## config.mk

```make
export PLATFORM = sky130hd
export DESIGN_NAME = led_fader
export DESIGN_NICKNAME = d
export VERILOG_FILES = /design/src/rtl/led_fader.sv
export SDC_FILE = /design/constraint.sdc
export NUM_CORES = 1
export LEC_CHECK = 0
export CAP_MARGIN = 20
export CORE_MARGIN = 4
export CORE_UTILIZATION = 37
export CTS_CLUSTER_DIAMETER = 200
export CTS_CLUSTER_SIZE = 30
export DETAILED_ROUTE_END_ITERATION = 8
export SETUP_SLACK_MARGIN = 0.1
export SYNTH_ARGS = -nofsm -noshare
export SYNTH_HDL_FRONTEND = slang
export SYNTH_SLANG_ARGS = --single-unit
export TNS_END_PERCENT = 1
```

## constraint.sdc

```tcl
create_clock -name clk_i -period 4.3 [get_ports clk_i]
set_input_delay 0.645 -clock clk_i [delete_from_list [all_inputs] [get_ports clk_i]]
set_output_delay 0.645 -clock clk_i [all_outputs]
set_load 0.1 [all_outputs]
```

## src/rtl/led_fader.sv

```systemverilog
// PWM LED output stage: holds one pending pattern, applies it at frame ends,
// drives lit LEDs full-on and lets dropped LEDs fade out linearly.
module led_fader #(
  parameter int unsigned N_LEDS       = 5,
  parameter int unsigned PWM_BITS     = 8,
  parameter int unsigned DECAY_FRAMES = 64,
  parameter int unsigned DECAY_STEP   = 16
) (
  input  logic              clk_i,
  input  logic              reset_i,
  input  logic              pat_valid_i,
  input  logic [N_LEDS-1:0] pat_i,
  output logic              pat_ready_o,
  output logic [N_LEDS-1:0] led_o
);

  localparam int unsigned LW  = PWM_BITS;
  localparam int unsigned LW1 = PWM_BITS + 1;
  localparam int unsigned FW  = (DECAY_FRAMES > 1) ? $clog2(DECAY_FRAMES) : 1;

  localparam logic [LW-1:0] LVL_MAX    = '1;
  localparam logic [FW-1:0] FRAME_LAST = FW'(DECAY_FRAMES - 1);
  localparam logic [LW1-1:0] STEP      = LW1'(DECAY_STEP);

  logic [LW-1:0]     pwm_cnt_q, pwm_cnt_d;
  logic [FW-1:0]     frame_cnt_q, frame_cnt_d;
  logic [N_LEDS-1:0] pend_q, pend_d;
  logic              pend_v_q, pend_v_d;
  logic [N_LEDS-1:0] cur_q, cur_d;
  logic [LW-1:0]     level_q [N_LEDS];
  logic [LW-1:0]     level_d [N_LEDS];
  logic [N_LEDS-1:0] led_q, led_d;

  logic              frame_end;
  logic              decay_tick;
  logic              apply;
  logic              accept;
  logic [N_LEDS-1:0] eff_pat;
  logic [LW1-1:0]    level_ext;

  assign pat_ready_o = !pend_v_q && !reset_i;
  assign led_o       = led_q;

  // Frame timing, handshake, level update and PWM compare.
  always_comb begin
    frame_end   = (pwm_cnt_q == LVL_MAX);
    decay_tick  = frame_end && (frame_cnt_q == FRAME_LAST);
    apply       = frame_end && pend_v_q;
    accept      = pat_valid_i && pat_ready_o;
    eff_pat     = apply ? pend_q : cur_q;

    pwm_cnt_d   = pwm_cnt_q + LW'(1);
    frame_cnt_d = frame_cnt_q;
    pend_d      = pend_q;
    pend_v_d    = pend_v_q;
    cur_d       = cur_q;
    led_d       = '0;
    level_ext   = '0;
    for (int i = 0; i < N_LEDS; i++) level_d[i] = level_q[i];

    if (frame_end) frame_cnt_d = decay_tick ? '0 : frame_cnt_q + FW'(1);

    // Acceptance and apply are mutually exclusive: ready is low while pending.
    if (apply) begin
      cur_d    = pend_q;
      pend_v_d = 1'b0;
    end
    if (accept) begin
      pend_d   = pat_i;
      pend_v_d = 1'b1;
    end

    for (int i = 0; i < N_LEDS; i++) begin
      level_ext = {1'b0, level_q[i]};
      if (frame_end) begin
        if (eff_pat[i]) begin
          level_d[i] = LVL_MAX;
        end else if (decay_tick) begin
          level_d[i] = (level_ext < STEP) ? '0 : LW'(level_ext - STEP);
        end
      end
      led_d[i] = (level_q[i] == LVL_MAX) || (pwm_cnt_q < level_q[i]);
    end
  end

  always_ff @(posedge clk_i) begin
    if (reset_i) begin
      pwm_cnt_q   <= '0;
      frame_cnt_q <= '0;
      pend_q      <= '0;
      pend_v_q    <= 1'b0;
      cur_q       <= '0;
      led_q       <= '0;
      for (int i = 0; i < N_LEDS; i++) level_q[i] <= '0;
    end else begin
      pwm_cnt_q   <= pwm_cnt_d;
      frame_cnt_q <= frame_cnt_d;
      pend_q      <= pend_d;
      pend_v_q    <= pend_v_d;
      cur_q       <= cur_d;
      led_q       <= led_d;
      for (int i = 0; i < N_LEDS; i++) level_q[i] <= level_d[i];
    end
  end

endmodule
```

==> impl_metrics.json, run 1 <==
{
  "ctsResizeCount": 0,
  "setup-tns-final_ns": 0,
  "portBuffers": 13,
  "die_x_microns": 102,
  "clkSlewWorstSetupHoldPaths_ns": 0.10,
  "max-vdd-ir-drop_uv": 117,
  "clk_latency_ns": 0.31,
  "detailedPlacementHpwl_microns": 5020,
  "post-layout-total-power_mw": 0.976,
  "routed_via_density": 5.40,
  "layout.cells.most_common": "sky130_fd_sc_hd__dfxtp_1",
  "critPathCaptureType": "primary output",
  "yosys.area.top_type_share_pct": 33.9,
  "dieHeight_microns": 102,
  "synth.avg_cell_area_sq_um": 8.55,
  "synthesis.nets": 435,
  "crit_fanout": 10,
  "grt_pass1_vias": 2493,
  "drt_first_pass_iters": 6,
  "wl_per_cell_microns": 14.3,
  "placeableCoreArea_sq_um": 8380,
  "remaining_number_of_nets_flagged_by_the_antenna_check_after_routing": 0,
  "min-delay-path-class": "flip-flop to flip-flop",
  "largest_net_degree_at_the_start_of_global_routing": 57,
  "layout-drive-gt1-share_pct": 5.14,
  "timing.final.setup_violations": 0,
  "cts_setup_buffers": 0,
  "ctsRootBufferMaster": "sky130_fd_sc_hd__clkbuf_8",
  "post_synth_main_area_contributors": "sky130_fd_sc_hd__dfxtp_1 34%, sky130_fd_sc_hd__ha_1 18%, sky130_fd_sc_hd__a21oi_1 4.5%",
  "floorplan.die_area_sq_um": 10300,
  "post_synth_instance_area_sq_um": 3250,
  "tritoncts_num_sinks": 55,
  "grt.total_usage_pct": 14.5,
  "min_period_ns": 2.77,
  "fp-row-count": 33,
  "antenna_cells_inserted": 0,
  "postSynthCellCount": 380,
  "initial_antenna_violation_count": 0,
  "synth-seq-area-share_pct": 33.9,
  "cts_made_buffers": 5,
  "report.final.slew_viol_count": 0,
  "violation_count_after_the_first_detailed_route_iteration": 105,
  "hold_viol_final": 0,
  "dpl_cell_area_sq_um": 3480,
  "gpl.final_weighted_congestion": 0.826,
  "max-clock-path-buffers": 2,
  "setup_repair_after_global_routing_missed_its_margin": "no",
  "ys_ff_latch": 55,
  "max_clock_freq_mhz": 361,
  "layout_area_overhead_pct": 10.3,
  "start_util_pct": 38.8,
  "p_leak_nw": 1.40,
  "fillCellCount": 852,
  "cp-start-kind": "flip-flop",
  "dr_total_vias": 2668,
  "h_tree_levels": 2,
  "slew_at_the_pin_closest_to_its_max_slew_limit_ns": 0.966,
  "worst_clock_skew_ns": 0.00699,
  "synthDistinctLibCells": 38,
  "timing.final.crit_share_pct": 64.4,
  "routed_wl_microns": 7080,
  "max-slew-margin-rel_pct": 35.4,
  "total_of_hold_buffers_inserted_after_clock_tree_synthesis": 0,
  "final_cell_area_sq_um": 3580,
  "power-per-cell-area_nw_per_um2": 272,
  "commonest_cells_after_routing_fill_and_taps_aside": "55 x sky130_fd_sc_hd__dfxtp_1, 47 x sky130_fd_sc_hd__ha_1, 35 x sky130_fd_sc_hd__nor2_1",
  "detail_route.drc_violations": 0,
  "overflow_after_grt": 0,
  "setup.worst_path.class": "flip-flop to primary output",
  "worstPathArrival_ns": 2.12,
  "worst-endpoint-required_ns": 3.65,
  "run_status": "complete, no violations",
  "yosysTopAreaCell": "sky130_fd_sc_hd__dfxtp_1",
  "number_of_maximum_capacitance_constraint_violations": 0,
  "yosysWarnings": 0,
  "tritoncts": "yes",
  "design.final.nets": 444,
  "first_pass_grt_wire_length_microns": 12000,
  "hold_ws_ns": 0.480,
  "io_pins": 14
}
critical path: stages (launching register included):
cell and delay, ns:
sky130_fd_sc_hd__dfxtp_1 0.44, sky130_fd_sc_hd__nor2_1 0.21, sky130_fd_sc_hd__clkdlybuf4s50_1 1.16
cells in the mapped netlist:
library cell,instances
sky130_fd_sc_hd__dfxtp_1,55
sky130_fd_sc_hd__ha_1,47
sky130_fd_sc_hd__nor2_1,35
sky130_fd_sc_hd__nand2_1,33
sky130_fd_sc_hd__a21oi_1,29
sky130_fd_sc_hd__inv_1,26
sky130_fd_sc_hd__o21ai_0,19
sky130_fd_sc_hd__and3_1,15
sky130_fd_sc_hd__nand4_1,14
sky130_fd_sc_hd__clkbuf_1,12
sky130_fd_sc_hd__mux2i_1,12
sky130_fd_sc_hd__nor3_1,8
sky130_fd_sc_hd__nand3_1,7
sky130_fd_sc_hd__a21o_1,5
sky130_fd_sc_hd__a31oi_1,5
sky130_fd_sc_hd__nand2b_1,5
sky130_fd_sc_hd__xnor2_1,5
sky130_fd_sc_hd__xor2_1,5
sky130_fd_sc_hd__a211o_1,4
sky130_fd_sc_hd__a221o_1,4
sky130_fd_sc_hd__a31o_2,4
sky130_fd_sc_hd__o31a_1,4
sky130_fd_sc_hd__a211oi_1,3
sky130_fd_sc_hd__a311oi_1,3
sky130_fd_sc_hd__mux2_2,3
sky130_fd_sc_hd__nor2b_1,2
sky130_fd_sc_hd__o2111a_1,2
sky130_fd_sc_hd__o31ai_1,2
sky130_fd_sc_hd__or3_1,2
sky130_fd_sc_hd__or4_1,2
sky130_fd_sc_hd__a22oi_1,1
sky130_fd_sc_hd__and4_1,1
sky130_fd_sc_hd__buf_2,1
sky130_fd_sc_hd__nand2_2,1
sky130_fd_sc_hd__nor4_1,1
sky130_fd_sc_hd__o22ai_1,1
sky130_fd_sc_hd__or2_1,1
sky130_fd_sc_hd__or2_2,1
layout make-up:
cell class | instances | area (sq um) | area share (%)
multi-input combinational | 286 | 2010 | 56.0
sequential | 55 | 1100 | 30.7
inverter | 26 | 97.6 | 2.72
timing repair buffer | 15 | 140 | 3.91
tap | 105 | 131 | 3.67
clock inverter | 2 | 37.5 | 1.05
clock buffer | 5 | 68.8 | 1.92
report_power, final:
| group | internal (mW) | total, mW | switching (mW) | leakage, nW |
|---|---|---|---|---|
| Clock | 0.170 | 0.335 | 0.164 | 0.0502 |
| Combinational | 0.0409 | 0.110 | 0.0694 | 0.905 |
| Sequential | 0.520 | 0.531 | 0.0113 | 0.445 |
state kept, by name, indices dropped and copies added, names as in the netlist:
name	flops
cur_q	5
frame_cnt_q	6
led_o	5
level_q	25
pend_q	5
pend_v_q	1
pwm_cnt_q	8
kinds of logic (layout without fill, tap and decap cells):
family                     Yosys count  after routing  synth area share, %
and+or+nand+nor                    128            128                 19.0
DFF                                 55             55                 33.9
muxes                               15             15                 4.74
buffers and inverters               39             48                 4.54
AOI/OAI and AO/OA                   86             86                 17.1
xor gates and xnor gates            10             10                 2.70
adders and majority gates           47             47                 18.1
metrics by stage:
stage                     util (%)  worst slack (ns)  std cells
final                         42.8              1.53        494
after CTS                     42.8              1.47        494
after global routing          42.8              1.43        494
after detailed placement      41.5              1.54        487
after global placement        41.5              1.53        487
after floorplan                  -              1.36        380
layer usage:
layer  routed length, microns  track usage, %
met4                      102            4.70
met1                     3500            20.0
met2                     3230            23.0
met5                        0               0
met3                      256            2.62
path summary, 6_finish.rpt:
kind / start / end / slack (ns) / cells past startpoint
min: frame_cnt_q[1] / frame_cnt_q[1] / 0.48 / 2
max: pend_v_q / pat_ready_o / 1.53 / 2
max reg2reg: pwm_cnt_q[4] / level_q[0][23] / 1.92 / 4
min reg2reg: frame_cnt_q[1] / frame_cnt_q[1] / 0.48 / 2
No activity file was read; power rests on OpenSTA's default activity.
==> run 2, diff against run 1 <==
clock period = 2.6 ns   (was 4.3 ns; I/O delays follow)
==> run 2 against run 1 <==
Clock power is 82% higher. Highest routed layer unchanged. Non-clock buffer count rose by 5. Critical path type is now flip-flop to flip-flop. Worst hold slack worse by 0.040 ns.
==> impl_metrics.json, run 2 (synthesis gave the netlist of run 1 again) <==
{
  "h_tree_levels": 2,
  "power-per-cell-area_nw_per_um2": 461,
  "commonest_cells_after_routing_fill_and_taps_aside": "55 x sky130_fd_sc_hd__dfxtp_1, 47 x sky130_fd_sc_hd__ha_1, 35 x sky130_fd_sc_hd__nor2_1",
  "io_pins": 14,
  "internal_power_mw": 1.24,
  "cp-start-kind": "flip-flop",
  "final_core_util_pct": 43.2,
  "gpl.final_weighted_congestion": 0.832,
  "worstPathArrival_ns": 2.39,
  "p_leak_nw": 1.45,
  "cpPeakStageDelay_ns": 0.48,
  "power_frac_clock_pct": 36.5,
  "fp-row-count": 33,
  "dieHeight_microns": 102,
  "setup.worst_path.class": "flip-flop to flip-flop",
  "grt.total_usage_pct": 15.3,
  "layout-drive-gt1-share_pct": 8.10,
  "max-slew-margin-rel_pct": 64.9,
  "max_clock_freq_mhz": 457,
  "power.switching_fraction_pct": 25.6,
  "min-delay-path-class": "input pin to flip-flop",
  "detailedPlacementHpwl_microns": 5540,
  "tritoncts": "yes",
  "critPathBufInv": 1,
  "dr_total_vias": 2705,
  "ctsResizeCount": 0,
  "floorplan.die_area_sq_um": 10300,
  "grt_pass1_vias": 2599,
  "routed_wl_microns": 7360,
  "start_util_pct": 38.8,
  "cts_setup_buffers": 0,
  "worst_clock_skew_ns": 0.0139,
  "design.final.nets": 449,
  "p_seq_share_pct": 52.5,
  "largest_reg_flops": 25,
  "clk_latency_ns": 0.31,
  "initial_antenna_violation_count": 0,
  "tritoncts_num_sinks": 55,
  "largest_net_degree_at_the_start_of_global_routing": 26,
  "fillCellCount": 860,
  "registers.top_by_ff_count": "level_q",
  "cp_slowest_cell": "sky130_fd_sc_hd__dfxtp_1",
  "timing.final.setup_violations": 0,
  "layout_area_overhead_pct": 11.4,
  "wl_per_cell_microns": 14.7,
  "first_pass_grt_wire_length_microns": 12600,
  "hold_viol_final": 0,
  "run_status": "complete, no violations",
  "ctsRootBufferMaster": "sky130_fd_sc_hd__clkbuf_8",
  "max-vdd-ir-drop_uv": 247,
  "layout.cells.most_common": "sky130_fd_sc_hd__dfxtp_1",
  "routed_via_density": 5.41,
  "worst-endpoint-required_ns": 2.80,
  "worst_path_cell_trace": "ha_1, nand3_1, nor4_2, buf_4, nand2_1, o21ai_0, a21oi_1",
  "number_of_maximum_capacitance_constraint_violations": 0,
  "cts_made_buffers": 5,
  "placeableCoreArea_sq_um": 8380,
  "portBuffers": 13,
  "antenna_cells_inserted": 0,
  "setup-tns-final_ns": 0,
  "reg_top3": "level_q x25, pwm_cnt_q x8, frame_cnt_q x6",
  "violation_count_after_the_first_detailed_route_iteration": 94,
  "setup_repair_after_global_routing_missed_its_margin": "no",
  "power_frac_comb_pct": 11.0,
  "cp_top_family": "simple AND/OR/NAND/NOR gates",
  "max-clock-path-buffers": 2,
  "drt_first_pass_iters": 4,
  "remaining_number_of_nets_flagged_by_the_antenna_check_after_routing": 0,
  "hold_ws_ns": 0.441,
  "die_x_microns": 102,
  "slew_at_the_pin_closest_to_its_max_slew_limit_ns": 0.525,
  "report.final.slew_viol_count": 0,
  "clkSlewWorstSetupHoldPaths_ns": 0.11,
  "crit_fanout": 23,
  "overflow_after_grt": 0,
  "min_period_ns": 2.19,
  "detail_route.drc_violations": 0,
  "timing.final.crit_share_pct": 84.1,
  "critPathCaptureType": "flip-flop",
  "total_of_hold_buffers_inserted_after_clock_tree_synthesis": 0,
  "net_switching_power_of_the_design_mw": 0.428
}
## run 2: cell count changes in the layout (fill, tap and decap cells not counted)
cell                              previous run  this run
sky130_fd_sc_hd__inv_6                       0         1
sky130_fd_sc_hd__clkdlybuf4s50_1            12         6
sky130_fd_sc_hd__buf_4                       2        13
sky130_fd_sc_hd__clkbuf_8                    5         6
sky130_fd_sc_hd__clkinvlp_4                  1         0
## run 2: metrics by stage
| step | setup WS, ns | cell area [sq um] | total power [mW] | instances |
|---|---|---|---|---|
| 3_3_place_gp | 0.529 | 3500 | 1.08 | 492 |
| 2_1_floorplan | 0.167 | 3250 | 1.03 | 380 |
| 6_report | 0.412 | 3620 | 1.67 | 500 |
| 4_1_cts | 0.418 | 3620 | 1.70 | 500 |
| 5_1_grt | 0.225 | 3620 | 1.74 | 500 |
| 3_5_place_dp | 0.455 | 3500 | 1.08 | 492 |
## run 2: area by class of cell
class | instances | area (sq um) | share of cell area (%)
clock buffer | 6 | 82.6 | 2.28
clock inverter | 2 | 38.8 | 1.07
inverter | 26 | 97.6 | 2.70
multi-input combinational | 286 | 2010 | 55.4
sequential | 55 | 1100 | 30.4
tap | 105 | 131 | 3.63
timing repair buffer | 20 | 163 | 4.49
## run 2: worst paths after layout
check                  from              to  slack, ns  cells after the start
max            pwm_cnt_q[1]   level_q[0][6]       0.41                      7
max reg2reg    pwm_cnt_q[1]   level_q[0][6]       0.41                      7
min                 reset_i       pend_q[3]       0.44                      2
min reg2reg  frame_cnt_q[1]  frame_cnt_q[1]       0.48                      2
## run 2: layer usage
layer	vias up	track usage, %	routed length (microns)
met4	0	3.07	35
li1	1392	-	-
met1	1268	21.1	3630
met2	43	25.2	3480
met3	2	2.55	215
met5	-	0	0
## run 2: power by group through the flow
stage	clock [mW]	combinational (mW)	sequential, mW
after global placement	0	0.181	0.897
after detailed placement	0	0.185	0.898
after floorplan	0	0.0868	0.946
after global routing	0.661	0.199	0.882
after CTS	0.633	0.185	0.878
final	0.610	0.183	0.878
==> run 3, diff against run 2 <==
clock period = 2.2 ns   (was 2.6 ns; I/O delays follow)
==> run 3 against run 2 <==
Sequential share of layout area decreased by 1.2 points. Die area unchanged. Register-to-register slack got worse by 0.22 ns. Sequential cell count unchanged. Non-clock buffer count increased by 14. Global-route usage increased by 0.31 points. Critical endpoint is now level_q[0][31]. Largest cell class unchanged. Highest routed layer unchanged.
==> impl_metrics.json, run 3 (synthesis gave the netlist of run 1 again) <==
{
  "wl_per_cell_microns": 14.3,
  "overflow_after_grt": 0,
  "floorplan.die_area_sq_um": 10300,
  "dr_total_vias": 2759,
  "cpPeakStageDelay_ns": 0.42,
  "start_util_pct": 38.8,
  "cp_slowest_cell": "sky130_fd_sc_hd__or4_1",
  "fillCellCount": 849,
  "crit_fanout": 5,
  "cp-start-kind": "flip-flop",
  "finish.cell_count_without_fillers": 514,
  "pre_cts_ws_ns": 0.151,
  "min-delay-path-class": "input pin to flip-flop",
  "ctsRootBufferMaster": "sky130_fd_sc_hd__clkbuf_8",
  "commonest_cells_after_routing_fill_and_taps_aside": "53 x sky130_fd_sc_hd__dfxtp_1, 46 x sky130_fd_sc_hd__ha_1, 34 x sky130_fd_sc_hd__nor2_1",
  "first_pass_grt_wire_length_microns": 13000,
  "timing.final.setup_violations": 0,
  "hold_viol_final": 0,
  "p_leak_nw": 1.54,
  "cts_made_buffers": 5,
  "max-slew-margin-rel_pct": 62.0,
  "layout.cells.most_common": "sky130_fd_sc_hd__dfxtp_1",
  "report.final.slew_viol_count": 0,
  "setup.worst_path.class": "flip-flop to flip-flop",
  "max-vdd-ir-drop_uv": 333,
  "final_cell_area_sq_um": 3770,
  "layout_area_overhead_pct": 16.1,
  "clk_latency_ns": 0.31,
  "final_core_util_pct": 45.0,
  "dpl_cell_area_sq_um": 3600,
  "setup_repair_after_global_routing_missed_its_margin": "yes",
  "gpl.final_weighted_congestion": 0.851,
  "hold_ws_ns": 0.392,
  "antenna_cells_inserted": 0,
  "grt.total_usage_pct": 15.6,
  "registers.top_by_ff_count": "level_q",
  "slew_at_the_pin_closest_to_its_max_slew_limit_ns": 0.554,
  "initial_antenna_violation_count": 0,
  "number_of_maximum_capacitance_constraint_violations": 0,
  "placeableCoreArea_sq_um": 8380,
  "reg_top3": "level_q x25, pwm_cnt_q x8, frame_cnt_q x6",
  "setup-tns-final_ns": 0,
  "portBuffers": 13,
  "routed_via_density": 5.37,
  "tritoncts_num_sinks": 55,
  "detail_route.drc_violations": 0,
  "worstPathArrival_ns": 2.25,
  "worst_clock_skew_ns": 0.00583,
  "run_status": "complete, no violations",
  "cpMostUsedCell": "sky130_fd_sc_hd__or4_1",
  "placedCellCount": 504,
  "violation_count_after_the_first_detailed_route_iteration": 95,
  "clkSlewWorstSetupHoldPaths_ns": 0.10,
  "dieHeight_microns": 102,
  "post-route-worst-setup-slack_ns": 0.195,
  "max_clock_freq_mhz": 499,
  "power-per-cell-area_nw_per_um2": 547,
  "largest_reg_flops": 25,
  "tritoncts": "yes",
  "h_tree_levels": 2,
  "routed_wl_microns": 7380,
  "die_x_microns": 102,
  "layout-drive-gt1-share_pct": 12.2,
  "grt_pass1_vias": 2830,
  "fp-row-count": 33,
  "worst_path_cell_trace": "ha_2, nand4_1, or2_4, or4_1, or4_1, a31oi_1",
  "largest_net_degree_at_the_start_of_global_routing": 25,
  "detailedPlacementHpwl_microns": 5620,
  "io_pins": 14,
  "post-layout-total-power_mw": 2.06,
  "max-clock-path-buffers": 2,
  "design.final.nets": 463,
  "remaining_number_of_nets_flagged_by_the_antenna_check_after_routing": 0,
  "drt_first_pass_iters": 6,
  "timing.final.crit_share_pct": 91.1,
  "worst-endpoint-required_ns": 2.45,
  "min_period_ns": 2.01,
  "critPathCaptureType": "flip-flop"
}
-- run 3: cell types whose count changed in the layout (fill, tap and decap cells not counted), sizes merged --
cell,delta
inv,-1
bufinv,+1
buf,+14
-- run 3: final timing paths --
check                        end  slack (ns)  cells past startpoint           start
setup / recovery  level_q[0][31]        0.19                      6  frame_cnt_q[0]
hold / removal     level_q[0][5]        0.39                      2         reset_i
setup reg to reg  level_q[0][31]        0.19                      6  frame_cnt_q[0]
hold reg to reg   frame_cnt_q[1]        0.48                      2  frame_cnt_q[1]
-- run 3: critical path, delay by kind of cell, from the launching register on --
kind | cells | cell delay [ns]
adders and majority gates | 1 | 0.19
and+or+nand+nor | 4 | 1.22
AOI/OAI and AO/OA | 1 | 0.18
DFF | 1 | 0.36
-- run 3: per-layer routing --
layer / part of all wire [%] / vias up / track usage, %
li1: - / 1428 / -
met1: 49 / 1293 / 20.0
met2: 48 / 32 / 27.0
met3: 2.8 / 6 / 2.75
met4: 1.0 / 0 / 4.09
met5: 0 / - / 0
-- run 3: report_power, final --
part / leakage (nW) / switching, mW / internal [mW]
clock network: 0.0654 / 0.341 / 0.455
logic: 1.03 / 0.151 / 0.0883
registers: 0.446 / 0.0120 / 1.02
total: 1.54 / 0.504 / 1.56
-- run 3: timing repair --
| action | CTS | global route |
|---|---|---|
| hold buffers | 0 | 0 |
| endpoints found under the setup margin | 0 | 3 |
| resized for setup | 0 | 6 |
| setup buffers | 0 | 2 |
-- run 3: final cells by class --
type | instances | area (sq um) | area share, %
clock buffers | 6 | 72.6 | 1.92
clock inverters | 2 | 60.1 | 1.59
inverters | 26 | 97.6 | 2.59
multi-input cells | 286 | 2020 | 53.6
flip-flops and latches | 55 | 1100 | 29.3
well taps | 105 | 131 | 3.48
repair buffers | 34 | 284 | 7.53
